[src/rtl/pkt_mux_rr_if.sv]
// Flit bus between N input ports, pkt_mux_rr and the output link.
interface pkt_mux_rr_if #(
  parameter int NPORT = 2,
  parameter int DATAW = 67,
  parameter int VCHW  = 2,
  parameter int SELW  = 3
);
  logic [NPORT*DATAW-1:0] idata;
  logic [NPORT-1:0]       ivalid;
  logic [NPORT*VCHW-1:0]  ivch;
  logic [NPORT-1:0]       iready;
  logic                   mode;
  logic [SELW-1:0]        sel;
  logic [DATAW-1:0]       odata;
  logic                   ovalid;
  logic [VCHW-1:0]        ovch;
  logic                   oready;
  logic                   drop;
  logic                   err;

  modport master (
    output idata, ivalid, ivch,
    output mode, sel, oready,
    input  iready, odata, ovalid,
    input  ovch, drop, err
  );

  modport slave (
    input  idata, ivalid, ivch,
    input  mode, sel, oready,
    output iready, odata, ovalid,
    output ovch, drop, err
  );
endinterface

[src/rtl/pkt_mux_rr.sv]
// Packet-aware N:1 flit mux, round-robin or forced select,
// locked HEAD..TAIL, one registered output stage.
module pkt_mux_rr #(
  parameter int NPORT = 2,
  parameter int DATAW = 67,
  parameter int TYPEW = 3,
  parameter int VCHW  = 2,
  parameter int SELW  = 3
) (
  input  logic        clk,
  input  logic        rst_,
  pkt_mux_rr_if.slave bus
);
  localparam logic [TYPEW-1:0] T_HEAD = TYPEW'(1);
  localparam logic [TYPEW-1:0] T_TAIL = TYPEW'(3);

  typedef enum logic {IDLE, LOCKED} state_e;

  state_e           state_q;
  logic [SELW-1:0]  rr_ptr_q;
  logic [SELW-1:0]  owner_q;
  logic [DATAW-1:0] odata_q;
  logic [VCHW-1:0]  ovch_q;
  logic             ovalid_q;
  logic             drop_q;
  logic             err_q;

  logic             out_free;
  logic [NPORT-1:0] is_head;
  logic [NPORT-1:0] elig;
  logic [NPORT-1:0] cand;
  logic [NPORT-1:0] rdy;
  logic             found;
  logic             acc;
  logic             drop_d;
  logic [SELW-1:0]  gnt;
  logic [SELW-1:0]  port;
  logic [DATAW-1:0] flit;
  logic [VCHW-1:0]  vch;

  always_comb begin
    out_free = !ovalid_q || bus.oready;
    for (int p = 0; p < NPORT; p++) begin
      is_head[p] =
        bus.idata[p*DATAW+DATAW-TYPEW +: TYPEW]
        == T_HEAD;
      elig[p] = !bus.mode
             || (bus.sel == SELW'(p));
      cand[p] = bus.ivalid[p] && is_head[p]
             && elig[p];
    end
  end

  // First HEAD candidate after rr_ptr, wrapping.
  always_comb begin
    found = 1'b0;
    gnt   = '0;
    for (int k = 1; k <= NPORT; k++) begin
      for (int p = 0; p < NPORT; p++) begin
        if (!found && cand[p]
            && p == (int'(rr_ptr_q) + k) % NPORT) begin
          found = 1'b1;
          gnt   = SELW'(p);
        end
      end
    end
  end

  always_comb begin
    rdy    = '0;
    drop_d = 1'b0;
    acc    = 1'b0;
    port   = owner_q;
    if (state_q == IDLE) begin
      port = gnt;
      acc  = found && out_free;
      for (int p = 0; p < NPORT; p++) begin
        if (bus.ivalid[p] && !is_head[p]
            && elig[p]) begin
          rdy[p] = 1'b1;
          drop_d = 1'b1;
        end
        if (found && SELW'(p) == gnt)
          rdy[p] = out_free;
      end
    end else begin
      for (int p = 0; p < NPORT; p++) begin
        if (SELW'(p) == owner_q) begin
          rdy[p] = out_free;
          acc    = out_free && bus.ivalid[p];
        end
      end
    end
    flit = '0;
    vch  = '0;
    for (int p = 0; p < NPORT; p++) begin
      if (SELW'(p) == port) begin
        flit = bus.idata[p*DATAW +: DATAW];
        vch  = bus.ivch[p*VCHW +: VCHW];
      end
    end
  end

  always_ff @(posedge clk or negedge rst_) begin
    if (!rst_) begin
      state_q  <= IDLE;
      rr_ptr_q <= SELW'(NPORT - 1);
      owner_q  <= '0;
      odata_q  <= '0;
      ovch_q   <= '0;
      ovalid_q <= 1'b0;
      drop_q   <= 1'b0;
      err_q    <= 1'b0;
    end else begin
      drop_q <= drop_d;
      err_q  <= 1'b0;
      if (acc) begin
        odata_q  <= flit;
        ovch_q   <= vch;
        ovalid_q <= 1'b1;
      end else if (out_free) begin
        ovalid_q <= 1'b0;
      end
      unique case (state_q)
        IDLE: begin
          if (acc) begin
            owner_q <= gnt;
            state_q <= LOCKED;
          end
        end
        LOCKED: begin
          if (acc) begin
            if (flit[DATAW-1 -: TYPEW] == T_TAIL) begin
              state_q  <= IDLE;
              rr_ptr_q <= owner_q;
            end else if (flit[DATAW-1 -: TYPEW]
                         == T_HEAD) begin
              err_q <= 1'b1;
            end
          end
        end
      endcase
    end
  end

  assign bus.iready = rst_ ? rdy : '0;
  assign bus.odata  = odata_q;
  assign bus.ovch   = ovch_q;
  assign bus.ovalid = ovalid_q;
  assign bus.drop   = drop_q;
  assign bus.err    = err_q;
endmodule

[src/flat_wrapper.sv]
// flat-port wrapper written by rule: the top's interface ports become plain ports
module pkt_mux_rr_flat 
#(
  parameter int NPORT = 2,
  parameter int DATAW = 67,
  parameter int TYPEW = 3,
  parameter int VCHW  = 2,
  parameter int SELW  = 3
)
  (clk, rst_, bus_idata, bus_ivalid, bus_ivch, bus_mode, bus_sel, bus_oready, bus_iready, bus_odata, bus_ovalid, bus_ovch, bus_drop, bus_err);
  pkt_mux_rr_if #(.NPORT(NPORT), .DATAW(DATAW), .VCHW(VCHW), .SELW(SELW)) bus_i ();
  input  logic clk;
  input  logic rst_;
  input wire logic [$bits(bus_i.idata)-1:0] bus_idata;
  input wire logic [$bits(bus_i.ivalid)-1:0] bus_ivalid;
  input wire logic [$bits(bus_i.ivch)-1:0] bus_ivch;
  input wire logic [$bits(bus_i.mode)-1:0] bus_mode;
  input wire logic [$bits(bus_i.sel)-1:0] bus_sel;
  input wire logic [$bits(bus_i.oready)-1:0] bus_oready;
  output wire logic [$bits(bus_i.iready)-1:0] bus_iready;
  output wire logic [$bits(bus_i.odata)-1:0] bus_odata;
  output wire logic [$bits(bus_i.ovalid)-1:0] bus_ovalid;
  output wire logic [$bits(bus_i.ovch)-1:0] bus_ovch;
  output wire logic [$bits(bus_i.drop)-1:0] bus_drop;
  output wire logic [$bits(bus_i.err)-1:0] bus_err;
  assign bus_i.idata = bus_idata;
  assign bus_i.ivalid = bus_ivalid;
  assign bus_i.ivch = bus_ivch;
  assign bus_i.mode = bus_mode;
  assign bus_i.sel = bus_sel;
  assign bus_i.oready = bus_oready;
  assign bus_iready = bus_i.iready;
  assign bus_odata = bus_i.odata;
  assign bus_ovalid = bus_i.ovalid;
  assign bus_ovch = bus_i.ovch;
  assign bus_drop = bus_i.drop;
  assign bus_err = bus_i.err;
  pkt_mux_rr #(.NPORT(NPORT), .DATAW(DATAW), .TYPEW(TYPEW), .VCHW(VCHW), .SELW(SELW)) u_core (.clk(clk), .rst_(rst_), .bus(bus_i));
endmodule
[config.mk]
export PLATFORM = sky130hd
export DESIGN_NAME = pkt_mux_rr_flat
export DESIGN_NICKNAME = d
export VERILOG_FILES = /design/src/rtl/pkt_mux_rr_if.sv /design/src/rtl/pkt_mux_rr.sv /design/src/flat_wrapper.sv
export SDC_FILE = /design/constraint.sdc
export NUM_CORES = 1
export LEC_CHECK = 0
export ABC_CLOCK_PERIOD_IN_PS = 4800
export BUFFER_PORTS_ARGS = -buffer_cell sky130_fd_sc_hd__clkbuf_2
export CELL_PAD_IN_SITES_DETAIL_PLACEMENT = 1
export CELL_PAD_IN_SITES_GLOBAL_PLACEMENT = 2
export CORE_UTILIZATION = 30
export CTS_BUF_LIST = sky130_fd_sc_hd__clkbuf_4 sky130_fd_sc_hd__clkbuf_8
export CTS_CLUSTER_DIAMETER = 200
export CTS_CLUSTER_SIZE = 24
export DETAILED_ROUTE_END_ITERATION = 16
export GPL_ROUTABILITY_DRIVEN = 0
export PLACE_DENSITY = 0.95
export SLEW_MARGIN = 10
export SYNTH_ARGS = -nofsm -noshare
export SYNTH_HDL_FRONTEND = slang
export SYNTH_SLANG_ARGS = --single-unit
[constraint.sdc]
create_clock -name clk -period 4.8 [get_ports clk]
set_clock_uncertainty 0.05 [all_clocks]
set_input_delay 0.24 -clock clk [delete_from_list [all_inputs] [get_ports clk]]
set_output_delay 0.24 -clock clk [all_outputs]
set_load 0.03 [all_outputs]
# Word-level counts from Yosys, hierarchy flattened
# Index checks and enable logic that the tools add are counted.
[op_classes] reduce_logical=39 mux=35 addsub=2 bitwise_logic=3 eq_ne=10
[op_table] operator="two-way mux 67 bit" n=2
[op_table] operator="zero test 32 bit" n=2
[op_table] operator="two-way mux 1 bit" n=28
[op_table] operator="logical AND 1 bit" n=20
[op_table] operator="equality test 3 x 1 -> 1 bit, second input constant" n=4
[op_table] operator="zero test 3 bit" n=4
[op_table] operator="two-way mux 2 bit" n=4
[op_table] operator="zero test 1 bit" n=7
[op_table] operator="equality test 2 bit, first input constant" n=2
[op_table] operator="equality test 1 x 3 -> 1 bit, first input constant" n=1
[op_table] operator="equality test 3 x 2 -> 1 bit, second input constant" n=1
[op_table] operator="logical OR 1 bit" n=3
[op_table] operator="AND reduction 3 bit" n=1
[op_table] operator="adder 1 bit, second input constant" n=2
[op_table] operator="AND 1 bit, first input constant" n=2
[op_table] operator="equality test 1 bit, first input constant" n=2
[op_table] operator="one-hot mux 1 bit (2 select lines)" n=1
[op_table] operator="AND reduction 2 bit" n=1
[op_table] operator="nonzero test 2 bit" n=1
[op_table] operator="NOT 1 bit" n=1
[totals] regBits=75 elab_cells=97 output_inout_bits=74 input_bits=147

# Longest topological paths before layout
# Gate-level depths: netlist of run 1.
[logic_depth] ltp_word=26 depth_mapped=7

# Worst setup path before layout of run 1
# Ideal clock, no wire load.
[synth_timing] path_type="input -> register" from="input bus_idata[65]" to="register u_core.odata_q[0], in the netlist u_core.bus.odata[0]" arrival_ns=2.132 path_slack_ns=2.493 t_required_ns=4.625 path_stages=6 setup_ns=0.125 path_buffers=1 cell_sequence="or3b_1 or3_1 a31oi_4 buf_6 mux2_2 mux2_2"
[synth_via] elab_chain_len=21
[synth_rtl] item="from (decl)" line_no="flat_wrapper.sv:14" rtl="input wire logic [$bits(bus_i.idata)-1:0] bus_idata;"
[synth_rtl] item="equality test 3 x 1 -> 1 bit *" line_no="pkt_mux_rr.sv:46" rtl="== T_HEAD;"
[synth_rtl] item="logical AND 1 bit *" line_no="pkt_mux_rr.sv:49" rtl="cand[p] = bus.ivalid[p] && is_head[p]"
[synth_rtl] item="logical AND 1 bit *" line_no="pkt_mux_rr.sv:50" rtl="&& elig[p];"
[synth_rtl] item="logical AND 1 bit" line_no="pkt_mux_rr.sv:61" rtl="&& p == (int'(rr_ptr_q) + k) % NPORT) begin"
[synth_rtl] item="two-way mux 1 bit" line_no="pkt_mux_rr.sv:60" rtl="if (!found && cand[p]"
[synth_rtl] item="zero test 1 bit" line_no="pkt_mux_rr.sv:60"
[synth_rtl] item="logical AND 1 bit" line_no="pkt_mux_rr.sv:60"
[synth_rtl] item="logical AND 1 bit" line_no="pkt_mux_rr.sv:61"
[synth_rtl] item="[4 not listed]"
[synth_rtl] item="two-way mux 1 bit" line_no="pkt_mux_rr.sv:60"
[synth_rtl] item="zero test 1 bit" line_no="pkt_mux_rr.sv:60"
[synth_rtl] item="logical AND 1 bit" line_no="pkt_mux_rr.sv:60"
[synth_rtl] item="logical AND 1 bit" line_no="pkt_mux_rr.sv:61"
[synth_rtl] item="two-way mux 1 bit" line_no="pkt_mux_rr.sv:60"
[synth_rtl] item="two-way mux 1 bit" line_no="pkt_mux_rr.sv:74" rtl="if (state_q == IDLE) begin"
[synth_rtl] item="zero test 3 bit" line_no="pkt_mux_rr.sv:97" rtl="if (SELW'(p) == port) begin"
[synth_rtl] item="two-way mux 67 bit (2 in a row)" line_no="pkt_mux_rr.sv:97"
[synth_rtl] item="to (signal assigned)" line_no="pkt_mux_rr.sv:118" rtl="odata_q <= flit;"
[synth_rtl] item="to (decl)" line_no="pkt_mux_rr.sv:22" rtl="logic [DATAW-1:0] odata_q;"
# Every way passes the cells marked *; elsewhere a longest branch is shown, timed or not.
# A chain may end at the register's enable or synchronous reset.

# Final worst setup path of run 1
[layout_timing] from="register u_core.rr_ptr_q[0]" to="register u_core.odata_q[36], in the netlist u_core.bus.odata[36]"
[layout_via] elab_chain_len=21
[layout_rtl] item="from (decl)" line_no="pkt_mux_rr.sv:20" rtl="logic [SELW-1:0] rr_ptr_q;"
[layout_rtl] item="from (signal assigned)" line_no="pkt_mux_rr.sv:107" rtl="rr_ptr_q <= SELW'(NPORT - 1);"
[layout_rtl] item="from (signal assigned)" line_no="pkt_mux_rr.sv:135" rtl="rr_ptr_q <= owner_q;"
[layout_rtl] item="adder 1 bit" line_no="pkt_mux_rr.sv:61"
[layout_rtl] item="AND 1 bit (no line)"
[layout_rtl] item="zero test 32 bit" line_no="pkt_mux_rr.sv:61"
[layout_rtl] item="logical AND 1 bit" line_no="pkt_mux_rr.sv:61"
[layout_rtl] item="two-way mux 1 bit" line_no="pkt_mux_rr.sv:60"
[layout_rtl] item="zero test 1 bit" line_no="pkt_mux_rr.sv:60"
[layout_rtl] item="logical AND 1 bit" line_no="pkt_mux_rr.sv:60"
[layout_rtl] item="logical AND 1 bit" line_no="pkt_mux_rr.sv:61"
[layout_rtl] item="[4 not listed]"
[layout_rtl] item="two-way mux 1 bit" line_no="pkt_mux_rr.sv:60"
[layout_rtl] item="zero test 1 bit" line_no="pkt_mux_rr.sv:60"
[layout_rtl] item="logical AND 1 bit" line_no="pkt_mux_rr.sv:60"
[layout_rtl] item="logical AND 1 bit" line_no="pkt_mux_rr.sv:61"
[layout_rtl] item="two-way mux 1 bit" line_no="pkt_mux_rr.sv:60"
[layout_rtl] item="two-way mux 1 bit" line_no="pkt_mux_rr.sv:74"
[layout_rtl] item="zero test 3 bit" line_no="pkt_mux_rr.sv:97"
[layout_rtl] item="two-way mux 67 bit (2 in a row)" line_no="pkt_mux_rr.sv:97"
# Parallel ways exist; a longest one is shown, timed or not.

==> impl_metrics.yaml, run 1 <==
logic_synthesis:
  ys_ff_latch: 75
  synth_common_cells: "mux2_2 (126), dfrtp_1 (74), mux2_1 (12)"
  netlist.area_leader.share_pct: 47.9
  synth_cells: 278
  async_reset_ff_share_pct: 100
  yosysWarnings: 0
  synthFlopType: "dfrtp_1"
  synth_edf_count: 0
  yosysSeqAreaShare_pct: 48.6
  syn_nets: 425
  yosys.area.top_type: "dfrtp_1"
  syn_area_per_cell_um2: 13.9
  syn-cell-area_mm2: 0.00387
  synth.distinct_cells: 34
  yosys-top-cells-area: "dfrtp_1 (48%), mux2_2 (37%), mux2_1 (3.5%), buf_6 (2.0%), buf_2 (0.91%)"
  synth_most_common_cell: "mux2_2"
cts:
  cts_max_level: 3
  post_cts_resized: 0
  clk_latency_ns: 0.35
  cts_sinks: 75
  path_clk_slew_ns: 0.07
  ctsLongestPathBuffers: 2
  cts_tree: "done"
  cts_buffers: 9
  cts_root_buf: "clkbuf_8"
min_path:
  worstHoldPathCells: 3
  worstHoldPathType: "in2reg"
critical_path:
  crit_type: "reg2reg"
  cp.depth: 6
  max_stage_delay_ns: 0.86
  cp_slowest_cell: "a31oi_4"
  crit_family: "compound AO/OA/AOI/OAI gates"
  rr_worst_depth: 6
  crit_buf_inv: 1
  end_kind: "flip-flop"
  path_common_cell: "mux2_2"
  required_ns: 4.98
  crit_path_max_fanout: 41
  crit_arrival_ns: 3.19
  worstSetupStartpointType: "flip-flop"
  crit_path_cell_trace: "nand2_1, or3_1, a31oi_4, buf_12, mux2_2, mux2_2"
detailed_routing:
  wirelength_um: 10700
  dr.first_iter.drc_count: 52
  avgRoutedWirePerCell_um: 15.9
  viasPerCell: 4.65
  antenna_left: 0
  drc_errors: 0
  first_pass_iters: 6
  num_vias: 3138
floorplan:
  coreArea_mm2: 0.0126
  fp.dieW_um: 116
  ioPinCount: 221
  dieArea_mm2: 0.0133
  die_height_um: 116
  start_util_pct: 30.6
  rows: 41
layout:
  syn_to_final_growth_pct: 38.0
  fill_cells: 1501
  diodes: 0
  final_nets: 645
  stdcell_area_mm2: 0.00534
  drive_gt1_share_pct: 73.4
timing:
  rsz0062_at_grt: "false"
  slew_viol_final: 0
  fmax_mhz: 333
  tightest_slew_ns: 1.04
  setup_viol: 0
  setup_tns_ns: 0
  period_minus_slack_ns: 3.01
  period_share_pct: 62.6
  finalHoldViolCount: 0
  max_slew_margin_pct: 30.7
grt:
  grt_usage_pct: 16.5
  antenna_found_initial: 0
  grt_max_degree: 43
  grt-ovfl-total: 0
  first_global_vias: 3468
  grt_pass1_wl_um: 16800
status:
  status: "finished, final reports clean"
placement:
  hpwl_um: 8250
  port_buffers: 220
  placed_area_mm2: 0.00510
power:
  p_leak_uw: 0.00261
  fin_total_pwr_uw: 3170
  vdd_drop_max_mv: 0.223
  p_per_area_mw_per_mm2: 594
flow_run:
  maxCapViolations: 0
-- metrics by stage --
step / hold slack [ns] / util, % / setup WS [ns] / instances
after floorplan: -0.106 / - / 2.49 / 278
after global placement: 0.184 / 40.5 / 1.64 / 658
after detailed placement: 0.194 / 40.5 / 1.54 / 658
after CTS: 0.0782 / 42.3 / 1.74 / 675
after global routing: 0.113 / 42.3 / 1.61 / 675
final: 0.0978 / 42.3 / 1.79 / 675
-- logic make-up after synthesis --
family / share of synthesized area (%)
flops: 48.6
simple gates: 3.92
mux: 40.4
buf+inv: 3.43
compound gates: 3.66
-- cell type report --
cell class                 count  area (µm²)  share of cell area (%)
tap                          172         215                    4.03
clock buffer                  12         146                    2.74
clock inverter                 4        75.1                    1.41
timing repair buffer         224        1150                    21.5
multi-input combinational    184        1860                    34.8
inverter                       4        15.0                   0.281
sequential                    75        1880                    35.2
-- final timing paths --
| check | slack [ns] | to | from |
|---|---|---|---|
| max in group asynchronous | 3.37 | u_core.bus.odata[53] | rst_ |
| min in group asynchronous | 0.39 | u_core.bus.odata[56] | rst_ |
| worst min register to register | 0.43 | u_core.rr_ptr_q[0] | u_core.rr_ptr_q[0] |
| worst min-delay path | 0.1 | u_core.rr_ptr_q[0] | bus_idata[132] |
| worst max-delay path | 1.79 | u_core.bus.odata[36] | u_core.rr_ptr_q[0] |
| worst max register to register | 1.79 | u_core.bus.odata[36] | u_core.rr_ptr_q[0] |
-- report_power, final --
group / leakage, µW / switching (µW) / internal (µW) / total (µW)
registers: 0.000876 / 150 / 903 / 1050
logic: 0.00163 / 948 / 620 / 1570
clock network: 0.000107 / 238 / 311 / 548
total: 0.00261 / 1340 / 1830 / 3170
-- what timing repair did --
action / in CTS / in global routing
endpoints found under the setup margin: 0 / 0
hold buffers: 1 / 0
buffers inserted: 0 / 0
hold endpoints to repair: 32 / 0
-- routing by layer --
metal	global-route usage (%)	share of wire, %	vias up
met5	0	0	-
met4	7.71	2.4	0
met1	17.7	38	1531
met2	30.3	53	136
li1	-	-	1448
met3	4.08	6.6	23
-- flip-flops by register name, indices dropped and copies added, names as in the netlist --
signal,cells
u_core.bus.odata,67
u_core.bus.ovch,2
u_core.bus.drop,1
u_core.bus.err,1
u_core.bus.ovalid,1
u_core.owner_q,1
u_core.rr_ptr_q,1
u_core.state_q,1
-- worst reg2reg max path: cells and delay by family, from the launching register on --
family	cells	cell delay (ns)
AO/OA/AOI/OAI	1	0.86
buffers and inverters	1	0.35
flip-flops	1	0.56
multiplexers	2	0.64
AND/OR/NAND/NOR	2	0.42
-- layout by cell type, fill, tap and decap left out, drive strengths merged, types with 3 or more instances in the layout --
master,netlist,layout
clkbuf,1,231
mux2,138,138
dfrtp,74,74
nand2,7,7
inv,4,4
o21ai,4,4
nor2,4,4
buf,14,4
a21oi,3,3
or3b,3,3
Power figures use the tool's default switching activity.
==> run 2, diff against run 1 <==
--- a/config.mk
+++ b/config.mk
@@ -5,17 +5,17 @@
 export SDC_FILE = /design/constraint.sdc
 export NUM_CORES = 1
 export LEC_CHECK = 0
-export ABC_CLOCK_PERIOD_IN_PS = 4800
+export ABC_CLOCK_PERIOD_IN_PS = 3120
 export BUFFER_PORTS_ARGS = -buffer_cell sky130_fd_sc_hd__clkbuf_2
 export CELL_PAD_IN_SITES_DETAIL_PLACEMENT = 1
 export CELL_PAD_IN_SITES_GLOBAL_PLACEMENT = 2
-export CORE_UTILIZATION = 30
+export CORE_UTILIZATION = 28
 export CTS_BUF_LIST = sky130_fd_sc_hd__clkbuf_4 sky130_fd_sc_hd__clkbuf_8
 export CTS_CLUSTER_DIAMETER = 200
 export CTS_CLUSTER_SIZE = 24
 export DETAILED_ROUTE_END_ITERATION = 16
 export GPL_ROUTABILITY_DRIVEN = 0
-export PLACE_DENSITY = 0.95
+export PLACE_DENSITY = 0.91
 export SLEW_MARGIN = 10
 export SYNTH_ARGS = -nofsm -noshare
 export SYNTH_HDL_FRONTEND = slang
==> constraint.sdc (replaced) <==
create_clock -name clk -period 3.12 [get_ports clk]
set_clock_uncertainty 0.05 [all_clocks]
set_input_delay 0.156 -clock clk [delete_from_list [all_inputs] [get_ports clk]]
set_output_delay 0.156 -clock clk [all_outputs]
set_load 0.03 [all_outputs]
==> run 2 against run 1 <==
  * Register-to-register slack lost 1.2 ns
  * Global-route usage shrank 1.3 points
  * Cell count grew 1.0%
  * Clock power grew 49%
  * Utilization shrank 2.2 points
  * Via count shrank 0.86%
  * Non-clock buffer count grew 3
  * Sequential power grew 54%
  * Critical path depth is the same
  * Fmax grew 21%
  * Largest power group unchanged
  * Highest routed layer unchanged
==> impl_metrics.yaml, run 2 (same netlist as run 1, synthesis figures left out) <==
power:
  fin_total_pwr_uw: 4840
  p_per_area_mw_per_mm2: 903
  vdd_drop_max_mv: 0.309
  p_leak_uw: 0.00262
timing:
  setup_viol: 0
  period_minus_slack_ns: 2.48
  period_share_pct: 79.4
  fmax_mhz: 403
  finalHoldViolCount: 0
  rsz0062_at_grt: "false"
  slew_viol_final: 0
  setup_tns_ns: 0
  tightest_slew_ns: 0.526
  max_slew_margin_pct: 64.5
detailed_routing:
  first_pass_iters: 4
  dr.first_iter.drc_count: 57
  antenna_left: 0
  drc_errors: 0
  avgRoutedWirePerCell_um: 15.4
  viasPerCell: 4.56
  wirelength_um: 10500
  num_vias: 3111
critical_path:
  path_common_cell: "mux2_2"
  required_ns: 3.31
  crit_path_cell_trace: "nand2_1, or3_1, a31oi_4, buf_4, mux2_2, mux2_2"
  worstSetupStartpointType: "flip-flop"
  cp_slowest_cell: "dfstp_2"
  cp.depth: 6
  crit_family: "multiplexers"
  rr_worst_depth: 6
  crit_path_max_fanout: 41
  crit_buf_inv: 1
  crit_arrival_ns: 2.67
  end_kind: "flip-flop"
  crit_type: "reg2reg"
  max_stage_delay_ns: 0.57
cts:
  cts_root_buf: "clkbuf_8"
  cts_sinks: 75
  cts_max_level: 3
  cts_setup_buffers: 0
  cts_buffers: 9
  ctsLongestPathBuffers: 2
  cts_tree: "done"
  path_clk_slew_ns: 0.08
  clk_latency_ns: 0.34
  holdBufCountCts: 2
  post_cts_resized: 0
grt:
  antenna_found_initial: 0
  first_global_vias: 3385
  grt_max_degree: 42
  grt-ovfl-total: 0
  grt_usage_pct: 15.2
  grt_pass1_wl_um: 16900
floorplan:
  dieArea_mm2: 0.0143
  ioPinCount: 221
  coreArea_mm2: 0.0133
  fp.dieW_um: 120
  start_util_pct: 29.0
  rows: 42
  die_height_um: 120
min_path:
  worstHoldPathType: "in2reg"
  worstHoldPathCells: 3
layout:
  drive_gt1_share_pct: 73.3
  syn_to_final_growth_pct: 38.4
  finalNonFillerCells: 682
  final_cell_mix: "clkbuf_2 (219), mux2_2 (126), dfrtp_1 (74), mux2_1 (12), clkbuf_8 (12)"
  fill_cells: 1533
  layout_commonest_cell: "clkbuf_2"
  diodes: 0
  final_nets: 648
  largest_reg_flops: 67
flow_run:
  maxCapViolations: 0
placement:
  hpwl_um: 8340
  dp.cells: 664
  port_buffers: 220
status:
  status: "finished, final reports clean"
-- run 2: final timing paths --
| kind | start | endpoint | slack [ns] |
|---|---|---|---|
| max | u_core.rr_ptr_q[0] | u_core.bus.odata[23] | 0.64 |
| min in group asynchronous | rst_ | u_core.bus.odata[58] | 0.27 |
| max in group asynchronous | rst_ | u_core.rr_ptr_q[0] | 1.83 |
| min reg2reg | u_core.rr_ptr_q[0] | u_core.rr_ptr_q[0] | 0.44 |
| min | bus_idata[131] | u_core.rr_ptr_q[0] | 0.03 |
| max reg2reg | u_core.rr_ptr_q[0] | u_core.bus.odata[23] | 0.64 |
-- run 2: layout make-up --
type	count	area, µm²	share of cell area [%]
Tap cell	176	220	4.11
Clock inverter	4	55.1	1.03
Sequential cell	75	1880	35.1
Timing Repair Buffer	227	1160	21.7
Inverter	4	15.0	0.281
Clock buffer	12	165	3.09
Multi-Input combinational cell	184	1860	34.7
-- run 2: stage by stage --
stage	cell area (µm²)	hold WS (ns)	util (%)	setup slack (ns)
final	5350	0.0293	40.1	0.641
after global routing	5350	0.0279	40.1	0.511
after CTS	5350	0.00573	40.1	0.621
after detailed placement	5110	0.125	38.3	0.487
after global placement	5110	0.118	38.3	0.547
after floorplan	3870	-0.190	-	0.897
-- run 2: worst min-delay path, stage by stage --
cell and delay, ns:
clkbuf_2 0.11, nand4_1 0.11, nand2_1 0.05
-- run 2: per-layer routing --
metal | global-route usage [%] | vias up | wire [µm]
met5 | 0 | - | 0
met4 | 6.88 | 0 | 245
met3 | 3.28 | 19 | 635
met2 | 27.7 | 129 | 5600
met1 | 16.7 | 1503 | 4000
li1 | - | 1460 | -
-- run 2: power breakdown --
part	internal [µW]	leakage, µW	switching [µW]
clock	441	0.000110	375
sequential	1390	0.000876	229
combinational	950	0.00163	1450
==> run 3, diff against run 2 <==
--- a/config.mk
+++ b/config.mk
@@ -5,7 +5,7 @@
 export SDC_FILE = /design/constraint.sdc
 export NUM_CORES = 1
 export LEC_CHECK = 0
-export ABC_CLOCK_PERIOD_IN_PS = 3120
+export ABC_CLOCK_PERIOD_IN_PS = 2410
 export BUFFER_PORTS_ARGS = -buffer_cell sky130_fd_sc_hd__clkbuf_2
 export CELL_PAD_IN_SITES_DETAIL_PLACEMENT = 1
 export CELL_PAD_IN_SITES_GLOBAL_PLACEMENT = 2
==> constraint.sdc (replaced) <==
create_clock -name clk -period 2.41 [get_ports clk]
set_clock_uncertainty 0.05 [all_clocks]
set_input_delay 0.1205 -clock clk [delete_from_list [all_inputs] [get_ports clk]]
set_output_delay 0.1205 -clock clk [all_outputs]
set_load 0.03 [all_outputs]
==> run 3 against run 2 <==
  * Worst hold slack better by 0.028 ns
  * Utilization up 0.33 points
  * Register-to-register slack worse by 0.55 ns
  * Non-clock buffer count up 3
  * Critical path type unchanged
==> impl_metrics.yaml, run 3 (same netlist as run 1, synthesis figures left out) <==
layout:
  diodes: 0
  final_cell_mix: "clkbuf_2 (219), mux2_2 (126), dfrtp_1 (74), mux2_1 (12), clkbuf_8 (11)"
  layout_commonest_cell: "clkbuf_2"
  drive_gt1_share_pct: 73.1
  largest_reg_flops: 67
  syn_to_final_growth_pct: 39.5
  final_nets: 651
  fill_cells: 1556
grt:
  first_global_vias: 3421
  grt_max_degree: 48
  grt_pass1_wl_um: 17000
  grt-ovfl-total: 0
  grt_usage_pct: 15.4
  antenna_found_initial: 0
critical_path:
  reg2reg_slack_ns: 0.09
  required_ns: 2.60
  startpoint: "u_core.rr_ptr_q[0]"
  max_stage_delay_ns: 0.57
  path_common_cell: "mux2_2"
  crit_path_max_fanout: 41
  crit_path_cell_trace: "nand2_1, or3_1, a31oi_4, buf_12, mux2_2, mux2_2"
  cp_slowest_cell: "dfstp_2"
  r2r_end: "u_core.bus.odata[4]"
  crit_type: "reg2reg"
  crit_arrival_ns: 2.51
  r2r_start: "u_core.rr_ptr_q[0]"
  worstSetupStartpointType: "flip-flop"
  end_kind: "flip-flop"
  cp-endpoint: "u_core.bus.odata[4]"
  rr_worst_depth: 6
placement:
  hpwl_um: 8080
  port_buffers: 220
  post-place-ws_ns: -0.0329
min_path:
  worstHoldPathCells: 3
  worstHoldPathType: "in2reg"
status:
  status: "finished, final reports clean"
floorplan:
  rows: 42
  ioPinCount: 221
  start_util_pct: 29.0
  die_height_um: 120
  fp.dieW_um: 120
  dieArea_mm2: 0.0143
  coreArea_mm2: 0.0133
power:
  vdd_drop_max_mv: 0.522
  p_per_area_mw_per_mm2: 1150
  p_leak_uw: 0.00264
cts:
  clk_latency_ns: 0.35
  post_cts_resized: 0
  cts_tree: "done"
  cts_sinks: 75
  path_clk_slew_ns: 0.08
  cts_buffers: 9
  cts_root_buf: "clkbuf_8"
  cts_max_level: 3
  ctsLongestPathBuffers: 2
timing:
  fmax_mhz: 431
  fin_ws_ns: 0.0919
  period_share_pct: 96.2
  rsz0062_at_grt: "false"
  finalHoldViolCount: 0
  setup_viol: 0
  period_minus_slack_ns: 2.32
  setup_tns_ns: 0
  slew_viol_final: 0
  tightest_slew_ns: 0.620
  max_slew_margin_pct: 58.6
detailed_routing:
  antenna_left: 0
  avgRoutedWirePerCell_um: 15.3
  wirelength_um: 10500
  first_pass_iters: 4
  viasPerCell: 4.57
  dr.first_iter.drc_count: 49
  drc_errors: 0
  num_vias: 3133
flow_run:
  maxCapViolations: 0
[run 3: cell types whose count changed in the layout (fill, tap and decap cells not counted), sizes merged]
cell,previous run,this run
buf,6,7
clkinv,0,3
bufinv,1,0
clkbuf,231,230
dlygate4sd3,2,4
inv,6,5
[run 3: layout make-up]
| cell class | instances | area [µm²] | share of cell area [%] |
|---|---|---|---|
| Multi-Input combinational cell | 184 | 1860 | 34.4 |
| Clock buffer | 11 | 151 | 2.81 |
| Timing Repair Buffer | 230 | 1240 | 23.0 |
| Clock inverter | 5 | 35.0 | 0.649 |
| Inverter | 4 | 15.0 | 0.278 |
| Tap cell | 176 | 220 | 4.08 |
| Sequential cell | 75 | 1880 | 34.8 |
[run 3: layer usage]
layer / vias up / track usage, % / share of wire [%]
li1: 1461 / - / -
met1: 1536 / 16.5 / 37
met3: 15 / 3.47 / 6.5
met2: 121 / 28.7 / 54
met4: 0 / 6.48 / 2.1
met5: - / 0 / 0
[run 3: worst min-delay path by stage]
stage | start | endpoint | slack, ns
after floorplan | rst_ | u_core.bus.drop | -0.23
after global placement | rst_ | u_core.state_q | 0.03
after detailed placement | rst_ | u_core.state_q | 0.04
after CTS | bus_idata[126] | u_core.bus.odata[59] | 0.03
after global routing | bus_idata[28] | u_core.bus.odata[28] | 0.05
final | bus_idata[126] | u_core.bus.odata[59] | 0.06
[run 3: stage by stage]
stage               util [%]  hold slack [ns]  cell area, µm²  instances  total power [µW]
floorplan                  -           -0.225            3870        278              4350
global placement        38.7           0.0326            5170        665              5230
detailed placement      38.7           0.0392            5170        665              5340
CTS                     40.4           0.0313            5400        685              6290
global route            40.4           0.0478            5400        685              6560
finish                  40.4           0.0576            5400        685              6180
[run 3: report_power, final]
| part | switching (µW) | internal (µW) |
|---|---|---|
| clock | 487 | 432 |
| combinational | 1890 | 1280 |
| sequential | 295 | 1800 |
| total | 2670 | 3510 |
[run 3: worst max-delay path, delay by kind of cell, from the launching register on]
kind,cells,cell delay [ns]
muxes,2,0.63
DFF,1,0.57
and+or+nand+nor,2,0.40
AOI/OAI and AO/OA,1,0.27
buffers and inverters,1,0.26
[run 3: timing repair]
item                                   in CTS  in global routing
endpoints found under the hold margin      30                  0
setup buffers                               0                  0
hold buffers                                4                  0
